`config.mk`:
```
export PLATFORM = sky130hd
export DESIGN_NAME = multi_cycle_control
export DESIGN_NICKNAME = d
export VERILOG_FILES = /design/src/rtl/multi_cycle_control.sv
export SDC_FILE = /design/constraint.sdc
export NUM_CORES = 1
export LEC_CHECK = 0
export ABC_AREA = 1
export CORE_MARGIN = 3
export CORE_UTILIZATION = 31
export CTS_CLUSTER_SIZE = 14
export DETAILED_ROUTE_END_ITERATION = 12
export PLACE_DENSITY = 0.76
export SLEW_MARGIN = 30
export SYNTH_ARGS = -nofsm -noshare
export SYNTH_HDL_FRONTEND = slang
export SYNTH_SLANG_ARGS = --single-unit
```
`constraint.sdc`:
```
create_clock -name clk -period 1.1 [get_ports clk]
set_input_delay 0.22 -clock clk [delete_from_list [all_inputs] [get_ports clk]]
set_output_delay 0.22 -clock clk [all_outputs]
set_load 0.03 [all_outputs]
```
`src/rtl/multi_cycle_control.sv`:
```
// multi_cycle_control: Moore FSM sequencing the multi-cycle MIPS datapath
// (fetch, decode, execute, memory, write-back). Drives every datapath
// enable/select and ALUOp for the downstream ALU control decoder.
// Optional build macro: MEM_WAIT_EN -- FETCH/MEMRD/MEMWR stall on mem_ready.
// Parameter ILLEGAL_HALT: 1 = unknown opcode parks in HALT, 0 = skip it.

module multi_cycle_control #(
    parameter bit ILLEGAL_HALT = 1'b1
) (
    input  logic       clk,
    input  logic       rst,
    input  logic [5:0] opcode,
    input  logic       mem_ready,
    output logic       PCWrite,
    output logic       PCWriteCond,
    output logic       IorD,
    output logic       MemRead,
    output logic       MemWrite,
    output logic       IRWrite,
    output logic       MemtoReg,
    output logic       RegDst,
    output logic       RegWrite,
    output logic       ALUSrcA,
    output logic [1:0] ALUSrcB,
    output logic [1:0] PCSource,
    output logic [1:0] ALUOp,
    output logic       illegal,
    output logic [3:0] state
);

    localparam int unsigned STATE_W = 4;

    localparam logic [5:0] OP_RTYPE = 6'b000000;
    localparam logic [5:0] OP_J     = 6'b000010;
    localparam logic [5:0] OP_BEQ   = 6'b000100;
    localparam logic [5:0] OP_ADDI  = 6'b001000;
    localparam logic [5:0] OP_ANDI  = 6'b001100;
    localparam logic [5:0] OP_LW    = 6'b100011;
    localparam logic [5:0] OP_SW    = 6'b101011;

    // Code 14 is intentionally absent; the next-state default recovers it.
    typedef enum logic [STATE_W-1:0] {
        S_IDLE   = 4'd0,
        S_FETCH  = 4'd1,
        S_DECODE = 4'd2,
        S_MEMADR = 4'd3,
        S_MEMRD  = 4'd4,
        S_MEMWB  = 4'd5,
        S_MEMWR  = 4'd6,
        S_REXE   = 4'd7,
        S_RWB    = 4'd8,
        S_BEQEX  = 4'd9,
        S_ADDIEX = 4'd10,
        S_ANDIEX = 4'd11,
        S_IMMWB  = 4'd12,
        S_JEX    = 4'd13,
        S_HALT   = 4'd15
    } state_t;

    state_t state_q;
    state_t state_d;
    logic   mem_go_c;

`ifdef MEM_WAIT_EN
    assign mem_go_c = mem_ready;
`else
    logic unused_mem_ready;
    assign unused_mem_ready = mem_ready;
    assign mem_go_c         = 1'b1;
`endif

    // State register; reset aborts any instruction (or stall) immediately.
    always_ff @(posedge clk or posedge rst) begin
        if (rst) begin
            state_q <= S_IDLE;
        end else begin
            state_q <= state_d;
        end
    end

    // Next-state: opcode dispatch in DECODE, lw/sw split in MEMADR.
    always_comb begin
        state_d = state_q;
        case (state_q)
            S_IDLE:   state_d = S_FETCH;
            S_FETCH:  if (mem_go_c) state_d = S_DECODE;
            S_DECODE: begin
                case (opcode)
                    OP_LW, OP_SW: state_d = S_MEMADR;
                    OP_RTYPE:     state_d = S_REXE;
                    OP_BEQ:       state_d = S_BEQEX;
                    OP_ADDI:      state_d = S_ADDIEX;
                    OP_ANDI:      state_d = S_ANDIEX;
                    OP_J:         state_d = S_JEX;
                    default:      state_d = ILLEGAL_HALT ? S_HALT : S_FETCH;
                endcase
            end
            // IR is not written outside FETCH, so opcode is still valid here.
            S_MEMADR: state_d = (opcode == OP_SW) ? S_MEMWR : S_MEMRD;
            S_MEMRD:  if (mem_go_c) state_d = S_MEMWB;
            S_MEMWR:  if (mem_go_c) state_d = S_FETCH;
            S_MEMWB:  state_d = S_FETCH;
            S_REXE:   state_d = S_RWB;
            S_RWB:    state_d = S_FETCH;
            S_BEQEX:  state_d = S_FETCH;
            S_ADDIEX: state_d = S_IMMWB;
            S_ANDIEX: state_d = S_IMMWB;
            S_IMMWB:  state_d = S_FETCH;
            S_JEX:    state_d = S_FETCH;
            S_HALT:   state_d = S_HALT;
            default:  state_d = S_FETCH;
        endcase
    end

    // Outputs decoded from the state register only (plus the FETCH stall mask).
    always_comb begin
        PCWrite     = 1'b0;
        PCWriteCond = 1'b0;
        IorD        = 1'b0;
        MemRead     = 1'b0;
        MemWrite    = 1'b0;
        IRWrite     = 1'b0;
        MemtoReg    = 1'b0;
        RegDst      = 1'b0;
        RegWrite    = 1'b0;
        ALUSrcA     = 1'b0;
        ALUSrcB     = 2'b00;
        PCSource    = 2'b00;
        ALUOp       = 2'b00;
        illegal     = 1'b0;
        case (state_q)
            S_FETCH: begin
                MemRead = 1'b1;
                IRWrite = mem_go_c;
                ALUSrcB = 2'b01;
                PCWrite = mem_go_c;
            end
            S_DECODE: ALUSrcB = 2'b11;
            S_MEMADR: begin
                ALUSrcA = 1'b1;
                ALUSrcB = 2'b10;
            end
            S_MEMRD: begin
                MemRead = 1'b1;
                IorD    = 1'b1;
            end
            S_MEMWB: begin
                RegWrite = 1'b1;
                MemtoReg = 1'b1;
            end
            S_MEMWR: begin
                MemWrite = 1'b1;
                IorD     = 1'b1;
            end
            S_REXE: begin
                ALUSrcA = 1'b1;
                ALUOp   = 2'b10;
            end
            S_RWB: begin
                RegWrite = 1'b1;
                RegDst   = 1'b1;
            end
            S_BEQEX: begin
                ALUSrcA     = 1'b1;
                ALUOp       = 2'b01;
                PCWriteCond = 1'b1;
                PCSource    = 2'b01;
            end
            S_ADDIEX: begin
                ALUSrcA = 1'b1;
                ALUSrcB = 2'b10;
            end
            S_ANDIEX: begin
                ALUSrcA = 1'b1;
                ALUSrcB = 2'b10;
                ALUOp   = 2'b11;
            end
            S_IMMWB: RegWrite = 1'b1;
            S_JEX: begin
                PCWrite  = 1'b1;
                PCSource = 2'b10;
            end
            S_HALT:  illegal = 1'b1;
            default: ;
        endcase
    end

    assign state = STATE_W'(state_q);

endmodule

```
Word level (Yosys, flattened, before mapping)
Cells that the tools add are included.

Register bits: 4. Output and inout port bits: 21. Logic and storage cells: 47.

Eq/ne operators: 20. Mux-type cells: 17. Reductions and logical operators: 9.

Operators by type and width (count): equality test 4 bit, second input constant (7); one-hot mux 4 bit (7 select lines) (1); one-hot mux 4 bit (6 select lines) (1); equality test 4 x 3 -> 1 bit, second input constant (4); equality test 6 x 4 -> 1 bit, second input constant (2); equality test 6 bit, second input constant (2); one-hot mux 2 bit (3 select lines) (2); two-way mux 1 bit (11); OR reduction 2 bit (5); equality test 4 x 2 -> 1 bit, second input constant (2); equality test 6 x 2 -> 1 bit, second input constant (1); equality test 6 x 3 -> 1 bit, second input constant (1); logical NOT 6 bit (1); OR reduction 3 bit (2); OR reduction 5 bit (1); equality test 4 x 1 -> 1 bit, second input constant (1); one-hot mux 2 bit (2 select lines) (1); two-way mux 2 bit (1).

Longest topological paths before layout
Word-level depth: 4. Depth in mapped cells: 7. Mapped depth without buffers: 7.

Least setup slack after synthesis
Ideal clock, no wire load.

Kind: register -> output. Start: register state_q[3], in the netlist state[3]. End: output port PCSource[0]. Arrival time: 1.682 ns. Path slack: -0.802 ns. Stages on the path, launching flop included: 6. Path through: dfrtp_1 -> inv_1 -> nor2_1 -> inv_1 -> nor2_1 -> buf_4.

Longest elaborated chain between the ends: 2. Elaborated cells on any way between the ends: 3. Classes of those cells: eq/ne: 2; mux: 1.

RTL lines: start, declared (line 60) `state_t state_q;`; start signal, assigned (line 77) `state_q <= state_d;`; equality test 4 bit (line 131) `case (state_q)`; one-hot mux 2 bit (2 select lines) (*) (line 131); end, declared (line 25) `output logic [1:0] PCSource,`.

Every way passes the cells marked *; elsewhere a longest branch is shown, timed or not.

Worst setup path after layout
Start: register state_q[3], in the netlist state[3]. End: output port IorD.

Longest elaborated chain between the ends: 3. Elaborated cells on any way between the ends: 4. Classes of those cells: eq/ne: 2; mux: 1; reduce/logical: 1.

RTL lines: equality test 4 x 3 -> 1 bit (line 131); OR reduction 2 bit (no source line) (*); two-way mux 1 bit (*) (line 131); end, declared (line 16) `output logic IorD,`.

Marked as above.

==> results.json <==
{
  "top_layer": "met4",
  "netlist_top_cells_area": "dfrtp_1 (21%), nand2_1 (15%), nor2_1 (14%), inv_1 (13%), nand2_2 (5.4%)",
  "violations": "negative setup slack",
  "grt_first_pass_wirelength_mm": 3.37,
  "layout-drive-gt1-share": 0.690,
  "route.met3.wl_um": 259,
  "yosysTopAreaCell": "dfrtp_1",
  "skew_ns": 0.00231,
  "setup_viol": 25,
  "dieHeight_um": 44.8,
  "maxCapViolations": 0,
  "grt_max_degree": 7,
  "critPathTopFamily": "flip-flops",
  "root_buffer": "clkbuf_4",
  "yosys_warnings": 0,
  "antenna_found_initial": 0,
  "core_area_sq_um": 1350,
  "arrival_ns": 1.35,
  "place_ws_ns": -0.310,
  "whs_ns": 0.206,
  "cts_buffer_depth": 2,
  "dp.final_hpwl_mm": 1.27,
  "ys_ff_latch": 4,
  "clock_sinks": 4,
  "clk_pin_slew_ns": 0.04,
  "groute.usage.overall": 0.238,
  "cp_max_fo": 4,
  "nNetsFinal": 156,
  "drt_wl_total_mm": 3.08,
  "cp.required_ns": 0.88,
  "worst_slack_ns": -0.467,
  "synth.yosys.seq_area_share": 0.214,
  "drtAntennaViolNets": 0,
  "fin_crit_ns": 1.57,
  "dr_wl_met2_mm": 1.50,
  "status": "complete, but fails checks",
  "drc": 0,
  "crit_path_start_kind": "flop",
  "cp.buffers_inverters": 3,
  "max_freq_mhz": 638,
  "final_hold_viol_count": 0,
  "cp_slowest_cell": "dfrtp_2",
  "synth_top_cell_area_share": 0.214,
  "cp_cell_sequence": "inv_4 > nand2_4 > buf_4 > nor2_1 > buf_4",
  "wire_per_inst_um": 19.3,
  "grt_pass1_vias": 770,
  "avgSynthCellArea_sq_um": 5.62,
  "num_antenna_cells": 0,
  "cts_hold_buf": 0,
  "endpoint_kind": "output pin",
  "die_area_sq_um": 2010,
  "gp_congestion": 0.780,
  "clk_latency_ns": 0.24,
  "reg2reg_from": "state[2]",
  "ios": 30,
  "drtIter0Drc": 54,
  "critical_path.max_stage_delay_ns": 0.46,
  "synth_cell_types": 20,
  "h-tree-depth": 1,
  "cts_tree": "built",
  "path_common_cell": "buf_4",
  "drt_first_pass_iters": 5,
  "area_growth_syn_to_layout_pct": 175,
  "hp-class": "in -> async",
  "met1Wirelength_mm": 1.16,
  "worst_slew_pin_slew_ns": 0.285,
  "timing.final.crit_share": 1.42,
  "finalMaxSlewViolations": 0,
  "numCtsBuffers": 3,
  "worstSetupPathType": "reg -> out",
  "netlist_area_sq_um": 467,
  "vias": 930,
  "ir_drop_mv": 1.80,
  "relSlewSlack": 0.810,
  "port_buffers": 28,
  "synth_fp_nets": 92,
  "postSynthCellCount": 83,
  "floorplan.initialDensity": 0.346,
  "largest_reg_flops": 4,
  "routed_via_density": 5.81,
  "grt_setup_unrepaired": "yes",
  "num_rows": 13,
  "die_w_um": 44.8,
  "grt_overflow": 0,
  "leakage_uw": 0.000619,
  "power_density_nw_per_um2": 3310,
  "startpoint": "state[3]"
}
-- logic make-up (layout without fill, tap and decap cells) --
| kind of cell | after synthesis | after routing | share of synthesized area |
|---|---|---|---|
| flops | 4 | 4 | 0.214 |
| simple gates | 51 | 51 | 0.499 |
| buf+inv | 18 | 80 | 0.153 |
| compound gates | 10 | 10 | 0.134 |
-- where the power goes --
group	internal [uW]	switching (uW)
registers	225	161
logic	1660	2010
clock network	123	74.4
-- synth_stat cells --
master     number
o21ai_0         3
buf_4           1
o22ai_1         2
nand3b_1        1
nor2_4          2
nand2_2         4
a21oi_1         2
o2111ai_1       1
o211ai_1        1
and3_1          1
inv_1          16
a21oi_2         1
nand2_1        19
dfrtp_1         4
nor2_2          1
nand3_1         3
nor2_1         18
nor3_1          1
inv_2           1
nand4_1         1
-- final timing paths --
check	slack, ns	to	cells after the start
max	-0.47	IorD	5
min	0.21	state[0]	2
max reg2reg	-0.40	state[0]	9
min reg2reg	0.85	state[3]	3
max in group asynchronous	0.72	state[2]	2
min in group clk	0.73	state[0]	4
-- final cells by class --
class | count | area (sq um)
timing repair buffer | 60 | 577
multi-input combinational | 61 | 480
sequential | 4 | 105
inverter | 17 | 81.3
fill | 36 | 65.1
clock buffer | 3 | 22.5
tap | 15 | 18.8
-- cell usage in the layout (no fill, tap or decap) --
cell and instances:
o211ai_1 1, o2111ai_2 1, nor2_4 9, inv_2 5, and3_4 1, nor3_1 1, o21ai_0 2, a21oi_2 1
nor2_1 8, inv_8 1, nand2_4 4, buf_6 29, clkbuf_4 3, nand2_1 14, inv_1 7, inv_4 4
nand3_1 3, nand4_1 1, o21ai_2 1, nand2_2 3, dfrtp_2 4, nor2_2 4, buf_4 24, clkdlybuf4s50_1 7
o22ai_4 2, a21oi_4 2, nand2_8 2, nand3b_1 1
-- metrics by stage --
step / total power (uW) / std cells / instance area (sq um) / TNS [ns] / util
final: 4250 / 160 / 1280 / -9.13 / 0.952
after global placement: 2630 / 144 / 923 / -2.88 / 0.684
after detailed placement: 2670 / 144 / 923 / -3.27 / 0.684
after global routing: 4400 / 160 / 1280 / -10.02 / 0.952
after floorplan: 1710 / 83 / 546 / -3.23 / -
after CTS: 3480 / 153 / 1140 / -7.08 / 0.847
-- metal layers --
layer	vias up	track usage
li1	386	-
met1	429	0.240
met2	88	0.456
met3	27	0.0319
met4	0	0.140
met5	-	0
-- worst register-to-register path: stages (launching register included) --
cell and delay (ns):
dfrtp_2 0.45, buf_6 0.15, nand2_4 0.10, inv_2 0.07, nand2_4 0.09, buf_4 0.12, buf_6 0.10, nand2_1 0.07
a21oi_2 0.16, nand2_1 0.08
-- what timing repair did --
item,4_1_cts,5_1_grt
pin swaps,8,8
endpoints found under the hold margin,0,0
buffers inserted,6,7
setup endpoints to repair,24,25
gates resized for setup,40,20
Note: power is estimated with default switching activity, not from simulation.
